File: config.mk
export PLATFORM = sky130hd
export DESIGN_NAME = serial_subtractor
export DESIGN_NICKNAME = d
export VERILOG_FILES = /design/src/rtl/serial_sub_pkg.sv /design/src/rtl/full_subtractor_bit.sv /design/src/rtl/serial_subtractor.sv
export SDC_FILE = /design/constraint.sdc
export NUM_CORES = 1
export LEC_CHECK = 0
export BUFFER_PORTS_ARGS = -buffer_cell sky130_fd_sc_hd__buf_2
export CAP_MARGIN = 15
export CORE_UTILIZATION = 45
export DETAILED_ROUTE_END_ITERATION = 8
export PLACE_DENSITY = 0.66
export SETUP_SLACK_MARGIN = 0.2
export SLEW_MARGIN = 40
export SYNTH_ARGS = -nofsm -noshare
export SYNTH_HDL_FRONTEND = slang
export SYNTH_SLANG_ARGS = --single-unit
File: constraint.sdc
create_clock -name clk -period 3 [get_ports clk]
set_clock_uncertainty 0.1 [all_clocks]
set_input_delay 0.3 -clock clk [delete_from_list [all_inputs] [get_ports clk]]
set_output_delay 0.3 -clock clk [all_outputs]
set_load 0.03 [all_outputs]
File: src/rtl/serial_sub_pkg.sv
// Shared types and constants for the bit-serial subtractor.
// Holds the controller state encoding and the default operand width.
package serial_sub_pkg;

    typedef enum logic [1:0] {
        IDLE = 2'd0,
        RUN  = 2'd1,
        DONE = 2'd2
    } state_t;

    localparam int DEFAULT_WIDTH = 8;

    // A single-bit operand still needs a one-bit counter.
    function automatic int cntWidth(input int width);
        return (width > 1) ? $clog2(width) : 1;
    endfunction

endpackage

File: src/rtl/full_subtractor_bit.sv
// One-bit full subtractor cell: difference and borrow for x - y - br_in.
module full_subtractor_bit (
    input  logic x,
    input  logic y,
    input  logic br_in,
    output logic d,
    output logic br_out
);

    logic w_xorXY;

    assign w_xorXY = x ^ y;
    assign d       = w_xorXY ^ br_in;
    assign br_out  = (~x & y) | (~w_xorXY & br_in);

endmodule

File: src/rtl/serial_subtractor.sv
// Bit-serial subtractor: computes {b_out, diff} = a - b - b_in one bit per cycle, LSB first.
// A start in IDLE latches the operands; done pulses for one cycle when the result is loaded.
module serial_subtractor
    import serial_sub_pkg::*;
#(
    parameter int WIDTH = DEFAULT_WIDTH
) (
    input  logic             clk,
    input  logic             rst,
    input  logic             start,
    input  logic [WIDTH-1:0] a,
    input  logic [WIDTH-1:0] b,
    input  logic             b_in,
    output logic             ready,
    output logic             done,
    output logic [WIDTH-1:0] diff,
    output logic             b_out
);

    localparam int             CW   = cntWidth(WIDTH);
    localparam logic [CW-1:0]  LAST = CW'(WIDTH - 1);

    state_t           r_state;
    logic [CW-1:0]    r_count;
    logic [WIDTH-1:0] r_aShift;
    logic [WIDTH-1:0] r_bShift;
    logic [WIDTH-1:0] r_dShift;
    logic [WIDTH-1:0] r_diff;
    logic             r_borrow;
    logic             r_bOut;
    logic             r_done;
    logic             r_ready;

    logic             w_d;
    logic             w_borrowNext;
    logic [WIDTH-1:0] w_dShiftNext;

    full_subtractor_bit u_cell (
        .x      (r_aShift[0]),
        .y      (r_bShift[0]),
        .br_in  (r_borrow),
        .d      (w_d),
        .br_out (w_borrowNext)
    );

    // New difference bits enter at the MSB so the LSB-first stream lands in place after WIDTH shifts.
    assign w_dShiftNext = WIDTH'({w_d, r_dShift} >> 1);

    always_ff @(posedge clk) begin
        if (rst) begin
            r_state  <= IDLE;
            r_count  <= '0;
            r_aShift <= '0;
            r_bShift <= '0;
            r_dShift <= '0;
            r_borrow <= 1'b0;
            r_diff   <= '0;
            r_bOut   <= 1'b0;
            r_done   <= 1'b0;
            r_ready  <= 1'b1;
        end else begin
            case (r_state)
                IDLE: begin
                    r_done <= 1'b0;
                    if (start) begin
                        r_aShift <= a;
                        r_bShift <= b;
                        r_borrow <= b_in;
                        r_count  <= '0;
                        r_ready  <= 1'b0;
                        r_state  <= RUN;
                    end
                end
                RUN: begin
                    r_aShift <= r_aShift >> 1;
                    r_bShift <= r_bShift >> 1;
                    r_dShift <= w_dShiftNext;
                    r_borrow <= w_borrowNext;
                    if (r_count == LAST) begin
                        r_count <= '0;
                        r_diff  <= w_dShiftNext;
                        r_bOut  <= w_borrowNext;
                        r_done  <= 1'b1;
                        r_state <= DONE;
                    end else begin
                        r_count <= r_count + 1'b1;
                    end
                end
                DONE: begin
                    r_done  <= 1'b0;
                    r_ready <= 1'b1;
                    r_state <= IDLE;
                end
                default: begin
                    r_done  <= 1'b0;
                    r_ready <= 1'b1;
                    r_state <= IDLE;
                end
            endcase
        end
    end

    assign ready = r_ready;
    assign done  = r_done;
    assign diff  = r_diff;
    assign b_out = r_bOut;

endmodule

Word-level counts from Yosys, hierarchy flattened
Index checks and enable logic that the tools add are counted.
{"block": "op_classes", "add_sub_neg": 1, "mul": 0, "n_div": 0, "n_lt_le_gt_ge": 0, "eq_ne": 4, "n_shift": 0, "n_mux": 14, "n_bitwise": 8, "reduce_logical": 7}
{"op": "one-hot mux 8 bit (2 select lines)", "n": 2}
{"op": "two-way mux 8 bit", "n": 2}
{"op": "AND reduction 2 bit", "n": 4}
{"op": "two-way mux 3 bit", "n": 2}
{"op": "one-hot mux 3 bit (2 select lines)", "n": 1}
{"op": "two-way mux 2 bit", "n": 2}
{"op": "inequality test 2 bit, second input constant", "n": 2}
{"op": "one-hot mux 1 bit (2 select lines)", "n": 2}
{"op": "one-hot mux 2 bit (2 select lines)", "n": 1}
{"op": "adder 3 x 1 -> 3 bit, second input constant", "n": 1}
{"op": "== test 3 bit, second input constant", "n": 1}
{"op": "inverter 1 bit", "n": 3}
{"op": "bitwise AND 1 bit", "n": 2}
{"op": "== test 2 x 1 -> 1 bit, second input constant", "n": 1}
{"op": "logical NOT 2 bit", "n": 1}
{"op": "two-way mux 1 bit", "n": 2}
{"op": "nonzero test 2 bit", "n": 1}
{"op": "OR reduction 2 bit", "n": 1}
{"op": "XOR 1 bit", "n": 2}
{"op": "OR 1 bit", "n": 1}
{"block": "totals", "regBits": 41, "latchBits": 0, "mem_bits_rw": 0, "rom_bits": 0, "output_inout_bits": 11, "n_memories": 0}

Longest topological paths before layout
{"block": "logic_depth", "depth_word": 5, "ltp_mapped": 6, "mapped_depth_nobuf": 5}

By module
Synthesis repeated with hierarchy kept, for this count alone.
{"block": "hier_totals", "hier_cells": 178, "area_unflattened_um2": 1716.6}
{"mod": "serial_subtractor", "instances": 1, "cells_per_inst": 174, "area_each_um2": 1685.4}
{"mod": "full_subtractor_bit", "instances": 1, "cells_per_inst": 4, "area_each_um2": 31.3}

Worst setup path after synthesis
No wires, ideal clock.
{"block": "synth_path", "kind": "register to register", "start": "reg r_count[0]", "end": "reg r_bOut, in the netlist b_out", "setup_time_ns": 0.146, "arrival_ns": 1.181, "setup_slack_ns": 1.573, "stages_incl_launch_ff": 7, "path_buffers": 1, "cell_sequence": "dfxtp_1 ha_1 ha_1 and3b_1 buf_4 nor2_1 a211oi_2"}
{"block": "synth_between", "elab_chain_len": 2}
{"element": "from (decl)", "line": "serial_subtractor.sv:24", "source": "logic [CW-1:0] r_count;"}
{"element": "from (signal assigned)", "line": "serial_subtractor.sv:86", "source": "r_count <= r_count + 1'b1;"}
{"element": "== test 3 bit", "line": "serial_subtractor.sv:79", "source": "if (r_count == LAST) begin"}
{"element": "AND reduction 2 bit (no line)"}
{"element": "to (signal assigned)", "line": "serial_subtractor.sv:82", "source": "r_bOut <= w_borrowNext;"}
{"element": "to (decl)", "line": "serial_subtractor.sv:30", "source": "logic r_bOut;"}
No other way between the ends.
A chain may end at the register's enable or synchronous reset.

Worst setup path in the final report
{"block": "layout_path", "start": "reg r_state[0]", "end": "reg r_aShift[0]"}
{"block": "layout_between", "elab_chain_len": 3, "word_cells_on_any_way": 6, "classes_between": "eq/ne (2); mux (1); reduce/logical (3)"}
{"element": "from (decl)", "line": "serial_subtractor.sv:23", "source": "state_t r_state;"}
{"element": "from (signal assigned)", "line": "serial_subtractor.sv:51", "source": "r_state <= IDLE;"}
{"element": "from (signal assigned)", "line": "serial_subtractor.sv:71", "source": "r_state <= RUN;"}
{"element": "from (signal assigned)", "line": "serial_subtractor.sv:84", "source": "r_state <= DONE;"}
{"element": "== test 2 x 1 -> 1 bit / logical NOT 2 bit (equally long branches)", "line": "serial_subtractor.sv:62", "source": "case (r_state)"}
{"element": "nonzero test 2 bit (no line) / inequality test 2 bit (equally long branches)"}
{"element": "AND reduction 2 bit (no line)"}
{"element": "to (signal assigned)", "line": "serial_subtractor.sv:75", "source": "r_aShift <= r_aShift >> 1;"}
{"element": "to (decl)", "line": "serial_subtractor.sv:25", "source": "logic [WIDTH-1:0] r_aShift;"}
Parallel ways exist; a longest one is shown, timed or not.

==> metrics.txt <==
Critical Path Sink Type=register; DR WL/cell=12.6 µm; Synth Area per Inst=10.1 µm²; Seq/Total Area, Yosys=0.442; Crit path arrival time=1.84 ns; ant diodes=0; GPL Wtd Cong=0.747; design area=2010 µm²; CTS root buf=clkbuf_8; Critical Path Start Type=register; clock slew at the register clock pins of the worst setup and hold paths=0.07 ns; Final Hold Viols=0; crit share post-route=0.577; Slowest-stage cell, CP=o21ba_4; Crit path required time=3.11 ns; r2r startpoint=r_state[0]; P&R area growth vs syn=10.9%; Yosys reg bits=40; Pre-Repair DR Iteration Count=4; run status=completed; fin cells=252; share of layout cells above drive strength 1=0.353; htree depth=2; die height=65.5 µm; die area=4290 µm²; MaxCap Viol Count=0; Post-DP Area=1910 µm²; Slew HR=0.592; post-route ant nets=0; worst-margin pin slew=0.611 ns; worst stage delay on the critical path=0.57 ns; Total GRT Usage=0.172; crit path launch=r_state[0]; Tmin final=1.73 ns; pwr dens=543 nW/µm²; min-delay src=a[7]; pin count of the biggest net entering global routing=41; crit path kind=reg2reg; CTS resizes=0; first-pass GRT wire length=5.49 mm; Synth Cell Area=1810 µm²; DP HPWL=2.16 mm; Setup Buffers After CTS=0; # DRC=0; WL final=3.17 mm; Mapped Cells=180; Die Width=65.5 µm; library cells used by synthesis=29; setup_tns=0 ns; Post-Place Cells=245; synth warn=0; Num CTS Buffers=5; Max VDD drop=0.307 mV; initial DRC count=54; initial antenna violation count=0; vias in the first global route=1311; standard-cell rows=22; worst hold path type=in2reg; final net count=228; Remaining Overflow, GRT=0; CTS tree=built; final setup fails=0; CTS max path bufs=2; Placeable Area=3770 µm²; fin. max-slew vios=0; syn_nets=204; Initial Utilization=0.481; via count=1312; Lkg Pwr=0.000788 µW; # IOs=31; Worst-Skew Late Latency=0.28 ns; Clock Sinks=40; routed vias/inst=5.21; hold-fix buffers at CTS=0; CP max FO=30; crit path cell chain=buf_4 -> o21ba_4 -> nor2_2 -> a211oi_2; RSZ-0062 raised after global routing=false; Max Fclk=0.577 GHz; Port Buffer Count=30
[layout by cell type (no fill, tap or decap)]
| cell | n |
|---|---|
| ha_1 | 3 |
| inv_1 | 3 |
| a22oi_1 | 3 |
| o21ba_4 | 1 |
| a211oi_1 | 1 |
| o21bai_2 | 1 |
| nand3b_2 | 1 |
| nor2_1 | 7 |
| mux2i_1 | 15 |
| nor3_1 | 1 |
| a21oi_1 | 17 |
| fa_1 | 1 |
| nand4bb_1 | 2 |
| dfxtp_1 | 40 |
| nor3b_1 | 1 |
| a211oi_2 | 16 |
| clkbuf_8 | 7 |
| nand2_1 | 30 |
| o21ai_1 | 2 |
| nor2b_1 | 1 |
| and3b_1 | 1 |
| nand2b_1 | 3 |
| a211o_1 | 1 |
| buf_4 | 2 |
| buf_2 | 29 |
| nor2_2 | 15 |
[stage by stage]
step	worst slack [ns]	util	power, µW	hold WS, ns
floorplan	1.57	-	712	0.332
CTS	1.25	0.533	1110	0.194
detailed placement	1.26	0.507	730	0.346
global route	1.11	0.533	1140	0.212
finish	1.27	0.533	1090	0.207
global placement	1.33	0.507	723	0.340
[worst paths after layout]
path            endpoint  slack (ns)  depth (start not counted)
min          r_aShift[7]        0.21                          3
min reg2reg      diff[2]        0.36                          2
max          r_aShift[0]        1.27                          4
max reg2reg  r_aShift[0]        1.27                          4
[kinds of logic after synthesis]
logic type | synth area share
flip-flops | 0.442
AND/OR/NAND/NOR | 0.173
buffers and inverters | 0.0718
adder cells (fa/ha/maj) | 0.0317
AO/OA/AOI/OAI | 0.199
multiplexers | 0.0828
[where the power goes]
| group | internal (µW) | switching, µW | total [µW] |
|---|---|---|---|
| combinational | 61.0 | 79.9 | 141 |
| clock | 205 | 171 | 376 |
| sequential | 557 | 17.9 | 575 |
| total | 823 | 269 | 1090 |
[layer usage]
| metal | up-vias | track usage | wire length [µm] |
|---|---|---|---|
| met5 | - | 0 | 0 |
| met4 | 0 | 0.0897 | 55 |
| met3 | 5 | 0.0521 | 148 |
| met2 | 32 | 0.284 | 1460 |
| met1 | 612 | 0.198 | 1510 |
| li1 | 663 | - | - |
[synthesized netlist by cell type, drive strengths merged]
library cell,instances,share of area
o21bai,1,0.0062
mux2i,15,0.083
a22oi,3,0.012
clkbuf,3,0.0062
a211o,1,0.0048
dfxtp,40,0.44
nor3,1,0.0028
fa,1,0.011
nor3b,1,0.0041
inv,3,0.0062
nor2,22,0.066
nor2b,1,0.0035
nand4bb,2,0.012
nand2,30,0.062
nand2b,3,0.010
nand3b,1,0.0062
a21oi,17,0.047
buf,11,0.059
and3b,1,0.0048
o21ba,1,0.0090
a211oi,17,0.11
ha,3,0.021
o21ai,2,0.0055
[cell type report]
| cell class | instances | area, µm² |
|---|---|---|
| fill | 345 | 1760 |
| multi-input combinational | 123 | 882 |
| sequential | 40 | 801 |
| tap | 48 | 60.1 |
| inverter | 3 | 11.3 |
| timing repair buffer | 31 | 160 |
| clock buffer | 7 | 96.3 |
[critical path: cells and delay by family (launching register included)]
family,cells,cell delay [ns]
DFF,1,0.35
buffers and inverters,1,0.34
and+or+nand+nor,1,0.06
AOI/OAI and AO/OA,2,0.78
[state kept, by name (all words and copies together) (netlist names)]
signal,cells
ready,1
r_dShift,7
done,1
diff,8
r_count,3
r_borrow,1
r_aShift,8
r_state,2
b_out,1
r_bShift,8
(Power assumes the default switching activity.)
